===== src/rtl/crc32_pkg.sv =====
// Shared constants, frame type, beat-count helper and output FSM states for the
// CRC32 frame packer.
package crc32_pkg;

  localparam int unsigned DATA_WIDTH  = 512;
  localparam int unsigned CRC_WIDTH   = 32;
  localparam int unsigned FRAME_WIDTH = DATA_WIDTH + CRC_WIDTH;

  typedef logic [FRAME_WIDTH-1:0] frame_t;

  typedef enum logic {
    IDLE,
    SEND
  } state_t;

  function automatic int unsigned beats(input int unsigned frame_width,
                                        input int unsigned out_width);
    return (frame_width + out_width - 1) / out_width;
  endfunction

endpackage


===== src/rtl/crc32_frame_fifo.sv =====
// Synchronous frame FIFO; a push while full is accepted only if a pop frees a
// slot in the same cycle.
module crc32_frame_fifo import crc32_pkg::*; #(
  parameter int unsigned WIDTH = FRAME_WIDTH,
  parameter int unsigned DEPTH = 4,
  localparam int unsigned PTR_W = $clog2(DEPTH),
  localparam int unsigned CNT_W = $clog2(DEPTH + 1)
) (
  input  logic             clk,
  input  logic             rst_n,
  input  logic             push_i,
  input  logic [WIDTH-1:0] wdata_i,
  input  logic             pop_i,
  output logic [WIDTH-1:0] rdata_o,
  output logic             full_o,
  output logic             empty_o,
  output logic [CNT_W-1:0] count_o
);

  logic [WIDTH-1:0] mem_q [DEPTH];
  logic [PTR_W-1:0] wr_ptr_q, wr_ptr_d;
  logic [PTR_W-1:0] rd_ptr_q, rd_ptr_d;
  logic [CNT_W-1:0] count_q, count_d;
  logic             do_push, do_pop;

  always_comb begin
    full_o   = (count_q == CNT_W'(DEPTH));
    empty_o  = (count_q == '0);
    do_pop   = pop_i && !empty_o;
    do_push  = push_i && (!full_o || do_pop);
    wr_ptr_d = wr_ptr_q + PTR_W'(do_push);
    rd_ptr_d = rd_ptr_q + PTR_W'(do_pop);
    count_d  = count_q;
    if (do_push && !do_pop) begin
      count_d = count_q + CNT_W'(1);
    end else if (!do_push && do_pop) begin
      count_d = count_q - CNT_W'(1);
    end
  end

  always_ff @(posedge clk or negedge rst_n) begin
    if (!rst_n) begin
      wr_ptr_q <= '0;
      rd_ptr_q <= '0;
      count_q  <= '0;
    end else begin
      wr_ptr_q <= wr_ptr_d;
      rd_ptr_q <= rd_ptr_d;
      count_q  <= count_d;
    end
  end

  always_ff @(posedge clk) begin
    if (do_push) begin
      mem_q[wr_ptr_q] <= wdata_i;
    end
  end

  assign rdata_o = mem_q[rd_ptr_q];
  assign count_o = count_q;

endmodule


===== src/rtl/crc32_frame_packer.sv =====
// Pairs encoder data with its one-cycle-later checksum, queues {crc, data}
// frames and serialises them LSB-first onto an OUT_WIDTH valid/ready stream.
module crc32_frame_packer import crc32_pkg::*; #(
  parameter int unsigned DATA_WIDTH = crc32_pkg::DATA_WIDTH,
  parameter int unsigned CRC_WIDTH  = crc32_pkg::CRC_WIDTH,
  parameter int unsigned OUT_WIDTH  = 128,
  parameter int unsigned DEPTH      = 4
) (
  input  logic                  clk,
  input  logic                  rst_n,
  input  logic                  data_valid_i,
  input  logic [DATA_WIDTH-1:0] data_i,
  input  logic                  crc_valid_i,
  input  logic [CRC_WIDTH-1:0]  crc_i,
  output logic                  ready_o,
  output logic                  out_valid_o,
  output logic [OUT_WIDTH-1:0]  out_data_o,
  output logic                  out_last_o,
  input  logic                  out_ready_i,
  output logic                  overflow_o,
  output logic                  seq_err_o
);

  localparam int unsigned FRAME_W = DATA_WIDTH + CRC_WIDTH;
  localparam int unsigned BEATS   = beats(FRAME_W, OUT_WIDTH);
  localparam int unsigned BEAT_W  = (BEATS > 1) ? $clog2(BEATS) : 1;
  localparam int unsigned CNT_W   = $clog2(DEPTH + 1);

  state_t                          state_q, state_d;
  logic [DATA_WIDTH-1:0]           stage_q, stage_d;
  logic                            stage_full_q, stage_full_d;
  logic [BEAT_W-1:0]               beat_q, beat_d;
  logic                            ready_q, ready_d;
  logic                            overflow_q, overflow_d;
  logic                            seq_err_q, seq_err_d;
  logic                            push, pop, handshake, last_beat;
  logic                            fifo_full, fifo_empty;
  logic [CNT_W-1:0]                fifo_count;
  logic [FRAME_W-1:0]              head;
  logic [BEATS-1:0][OUT_WIDTH-1:0] head_beats;

  crc32_frame_fifo #(
    .WIDTH (FRAME_W),
    .DEPTH (DEPTH)
  ) u_fifo (
    .clk     (clk),
    .rst_n   (rst_n),
    .push_i  (push),
    .wdata_i ({crc_i, stage_q}),
    .pop_i   (pop),
    .rdata_o (head),
    .full_o  (fifo_full),
    .empty_o (fifo_empty),
    .count_o (fifo_count)
  );

  // Zero-extending the head frame gives the padded final beat for free.
  assign head_beats = (BEATS * OUT_WIDTH)'(head);

  // Staging, sticky error flags and the advisory ready.
  always_comb begin
    stage_d      = stage_q;
    stage_full_d = stage_full_q;
    push         = crc_valid_i && stage_full_q;
    if (data_valid_i) begin
      stage_d      = data_i;
      stage_full_d = 1'b1;
    end else if (crc_valid_i) begin
      stage_full_d = 1'b0;
    end
    overflow_d = overflow_q || (push && fifo_full && !pop);
    seq_err_d  = seq_err_q || (crc_valid_i && !stage_full_q);
    ready_d    = (32'(fifo_count) + 32'(stage_full_q) + 32'(data_valid_i)) < DEPTH;
  end

  always_ff @(posedge clk or negedge rst_n) begin
    if (!rst_n) begin
      state_q <= IDLE;
    end else begin
      state_q <= state_d;
    end
  end

  // Entering SEND on the push edge is what lets beat 0 appear one cycle after the crc.
  always_comb begin
    state_d = state_q;
    case (state_q)
      IDLE:    if (!fifo_empty || push) state_d = SEND;
      SEND:    if (pop && (fifo_count == CNT_W'(1)) && !push) state_d = IDLE;
      default: state_d = IDLE;
    endcase
  end

  always_comb begin
    out_valid_o = (state_q == SEND);
    last_beat   = (beat_q == BEAT_W'(BEATS - 1));
    out_last_o  = out_valid_o && last_beat;
    out_data_o  = out_valid_o ? head_beats[beat_q] : '0;
    handshake   = out_valid_o && out_ready_i;
    pop         = handshake && last_beat;
    beat_d      = beat_q;
    if (pop) begin
      beat_d = '0;
    end else if (handshake) begin
      beat_d = beat_q + BEAT_W'(1);
    end
  end

  always_ff @(posedge clk or negedge rst_n) begin
    if (!rst_n) begin
      stage_q      <= '0;
      stage_full_q <= 1'b0;
      beat_q       <= '0;
      ready_q      <= 1'b0;
      overflow_q   <= 1'b0;
      seq_err_q    <= 1'b0;
    end else begin
      stage_q      <= stage_d;
      stage_full_q <= stage_full_d;
      beat_q       <= beat_d;
      ready_q      <= ready_d;
      overflow_q   <= overflow_d;
      seq_err_q    <= seq_err_d;
    end
  end

  assign ready_o    = ready_q;
  assign overflow_o = overflow_q;
  assign seq_err_o  = seq_err_q;

endmodule


===== config.mk =====
export PLATFORM = sky130hd
export DESIGN_NAME = crc32_frame_packer
export DESIGN_NICKNAME = d
export VERILOG_FILES = /design/src/rtl/crc32_pkg.sv /design/src/rtl/crc32_frame_fifo.sv /design/src/rtl/crc32_frame_packer.sv
export SDC_FILE = /design/constraint.sdc
export NUM_CORES = 2
export LEC_CHECK = 0
export ABC_AREA = 1
export ABC_CLOCK_PERIOD_IN_PS = 62000
export BUFFER_PORTS_ARGS = -buffer_cell sky130_fd_sc_hd__buf_2
export CAP_MARGIN = 20
export CELL_PAD_IN_SITES_DETAIL_PLACEMENT = 1
export CELL_PAD_IN_SITES_GLOBAL_PLACEMENT = 1
export CORE_ASPECT_RATIO = 0.7
export CORE_MARGIN = 2
export CORE_UTILIZATION = 35
export CTS_BUF_LIST = sky130_fd_sc_hd__clkbuf_2 sky130_fd_sc_hd__clkbuf_4 sky130_fd_sc_hd__clkbuf_8
export CTS_CLUSTER_DIAMETER = 200
export CTS_CLUSTER_SIZE = 30
export DETAILED_ROUTE_END_ITERATION = 16
export PLACE_DENSITY_LB_ADDON = 0.1
export RECOVER_POWER = 50
export SYNTH_ARGS = -nofsm -noshare
export SYNTH_HDL_FRONTEND = slang
export SYNTH_SLANG_ARGS = --single-unit

===== constraint.sdc =====
create_clock -name clk -period 62 [get_ports clk]
set_clock_uncertainty 0.15 [all_clocks]
set_input_delay 6.2 -clock clk [delete_from_list [all_inputs] [get_ports clk]]
set_output_delay 6.2 -clock clk [all_outputs]
set_load 0.05 [all_outputs]

==> impl_metrics.json <==
{
  "status": "finished with violations",
  "failed_checks": "capacitance limit, slew limit",
  "final_cell_mix": "edfxtp_1, nand2_1, nor2_1",
  "seqCellArea_um2": 78550,
  "fp-row-count": 168,
  "tightest_slew_ns": 7.622,
  "fin_setup_tns_ns": 0,
  "grt_pass1_wl_mm": 495.1,
  "ys_types": 29,
  "critPathLaunchType": "primary input",
  "hold_path_end": "seq_err_o",
  "io_buffers": 681,
  "holdPathStages": 1,
  "vias": 68040,
  "max_cap_violations": 12,
  "clk_pin_slew_ns": 0.18,
  "cp_common_cell": "clkbuf_1",
  "cp_cell_sequence": "clkbuf_1 > clkbuf_1 > clkbuf_1 > buf_4 > buf_4",
  "antenna_left": 0,
  "wl_per_cell_um": 25.81,
  "ys_seq_area_share_pct": 74.45,
  "fin_crit_ns": 19.51,
  "synth.avg_cell_area_um2": 11.89,
  "setup_viol_count_final": 0,
  "fmax_ghz": 0.05126,
  "setup_slack_ns": 42.49,
  "synth_top_flop_cell": "edfxtp_1",
  "cts_sinks": 2703,
  "antenna_found_initial": 51,
  "cts_root_buffer": "clkbuf_8",
  "crit_fanout": 122,
  "regToRegSetupSlack_ns": 54.92,
  "hold_violations": 0,
  "critPathKind": "in2async",
  "syn-cell-area_um2": 105500,
  "cts_setup_buffers": 0,
  "cpPeakStageDelay_ns": 5.59,
  "drtIter0Drc": 5073,
  "core_area_um2": 299500,
  "cts_tree": "built",
  "ys_ff_latch": 2703,
  "h-tree-depth": 3,
  "rsz0062_at_grt": "no",
  "worstSetupEndpointType": "asynchronous set/reset pin",
  "numCtsBuffers": 100,
  "maxSlewHeadroom_pct": -408.2,
  "worstHoldStart": "seq_err_o",
  "min-delay-path-class": "reg2reg",
  "finalCritPeriodShare_pct": 31.47,
  "grt_pass1_vias": 69220,
  "cp.arrival_ns": 20.31,
  "syn_inst": 8871,
  "clock_latency_ns": 0.95,
  "synth-edff-count": 2176,
  "via_per_inst": 5.110,
  "yosysWarnings": 0,
  "start_util_pct": 35.22,
  "fillerInstances": 32330,
  "drt-total-wl_mm": 343.6,
  "ys_async_sr_fraction_pct": 19.50,
  "multi_input_area_um2": 23650,
  "fp.dieArea_um2": 305900,
  "cp.required_ns": 62.80,
  "rr_endpoint": "u_fifo.mem_q[3][72]",
  "cts_buffer_depth": 3,
  "place_ws_ns": 49.68,
  "vdd_drop_max_v": 0.00005043,
  "gp_congestion": 0.7889,
  "final_common_cell": "edfxtp_1",
  "reg2reg_depth": 13,
  "cp_slowest_cell": "clkbuf_1",
  "slew_violations": 820,
  "holdBufCountCts": 0,
  "drive_gt1_share_pct": 10.33,
  "cts_resized": 0,
  "die_w_um": 660.2,
  "p_per_area_nw_per_um2": 44.76,
  "track_usage_pct": 21.90,
  "syn_nets": 9430,
  "route.detailed.drc": 0,
  "dp_hpwl_mm": 208.6,
  "grt.overflow.total": 0,
  "dr.pass1.iters": 5,
  "synthToLayoutAreaGrowth_pct": 8.588,
  "nets": 9763,
  "grt_max_degree": 316,
  "die_h_um": 463.3,
  "p_leak_nw": 42.67,
  "io_pins": 682,
  "timing.rr.start": "beat_q[1]"
}
where the power goes:
group	switching, mW	internal [mW]
registers	0.107	2.24
logic	1.58	0.454
clock network	0.538	0.205
total	2.23	2.90
flip-flops by register name, indices dropped and copies added, names as in the netlist:
signal           cells
overflow_o           1
ready_o              1
u_fifo.mem_q      2176
u_fifo.wr_ptr_q      2
seq_err_o            1
stage_full_q         1
u_fifo.count_o       3
beat_q               3
u_fifo.rd_ptr_q      2
out_valid_o          1
stage_q            512
Yosys cell counts, types with 9 or more instances:
library cell / instances / area (µm²)
clkbuf_2: 9 / 45.04
o21ai_0: 1040 / 5205
buf_6: 13 / 146.4
o211ai_1: 246 / 1847
nand2_1: 2153 / 8082
a21oi_1: 96 / 480.5
clkbuf_1: 353 / 1325
ha_1: 10 / 125.1
nor2_1: 1360 / 5105
edfxtp_1: 2176 / 65340
o22ai_1: 224 / 1401
buf_1: 32 / 120.1
buf_4: 45 / 337.8
nand3_1: 176 / 880.8
buf_2: 105 / 525.5
dfrtp_1: 527 / 13190
o21ai_1: 68 / 340.3
inv_1: 209 / 784.5
routing by layer:
metal	global-route usage (%)	vias to the layer above	routed length, µm
met5	0	-	119
met3	1.927	298	10940
li1	-	31230	-
met1	28.90	35370	149500
met2	38.57	1125	172900
met4	6.068	14	10110
cells by family after synthesis:
family                     after synthesis  share of synthesized area, %
AOI/OAI and AO/OA                     1682                         8.857
xor gates and xnor gates                 6                       0.04982
adders and majority gates               10                        0.1186
buffers and inverters                  776                         3.165
DFF                                   2703                         74.45
and+or+nand+nor                       3694                         13.36
cell type report:
class,instances,area share [%]
Sequential cell,2703,68.57
Multi-Input combinational cell,5392,20.64
Tap cell,3995,4.364
Timing Repair Buffer,789,3.788
Clock buffer,183,1.751
Inverter,218,0.7515
Antenna cell,30,0.06554
Clock inverter,6,0.06117
through the flow:
step                hold slack [ns]  total power [mW]  util (%)  cell area [µm²]  instances
floorplan                    0.3117             3.970         -           105500       8871
global placement             0.2996             4.443     37.56           112500      13100
detailed placement           0.3188             4.479     37.56           112500      13100
CTS                          0.3574             5.216     38.25           114600      13290
global route                 0.3608             5.422     38.23           114500      13310
finish                       0.3504             5.126     38.24           114500      13320
worst max-delay path, delay by kind of cell:
kind     cells  cell delay [ns]
buf+inv      5            13.77
worst max-delay path by stage:
| stage | startpoint | endpoint |
|---|---|---|
| floorplan | out_ready_i | u_fifo.mem_q[0][0] |
| global placement | u_fifo.rd_ptr_q[0] | out_data_o[111] |
| detailed placement | u_fifo.rd_ptr_q[0] | out_data_o[111] |
| CTS | u_fifo.rd_ptr_q[0] | out_data_o[111] |
| global route | rst_n | stage_q[133] |
| finish | rst_n | stage_q[152] |
Note: power is estimated with default switching activity, not from simulation.
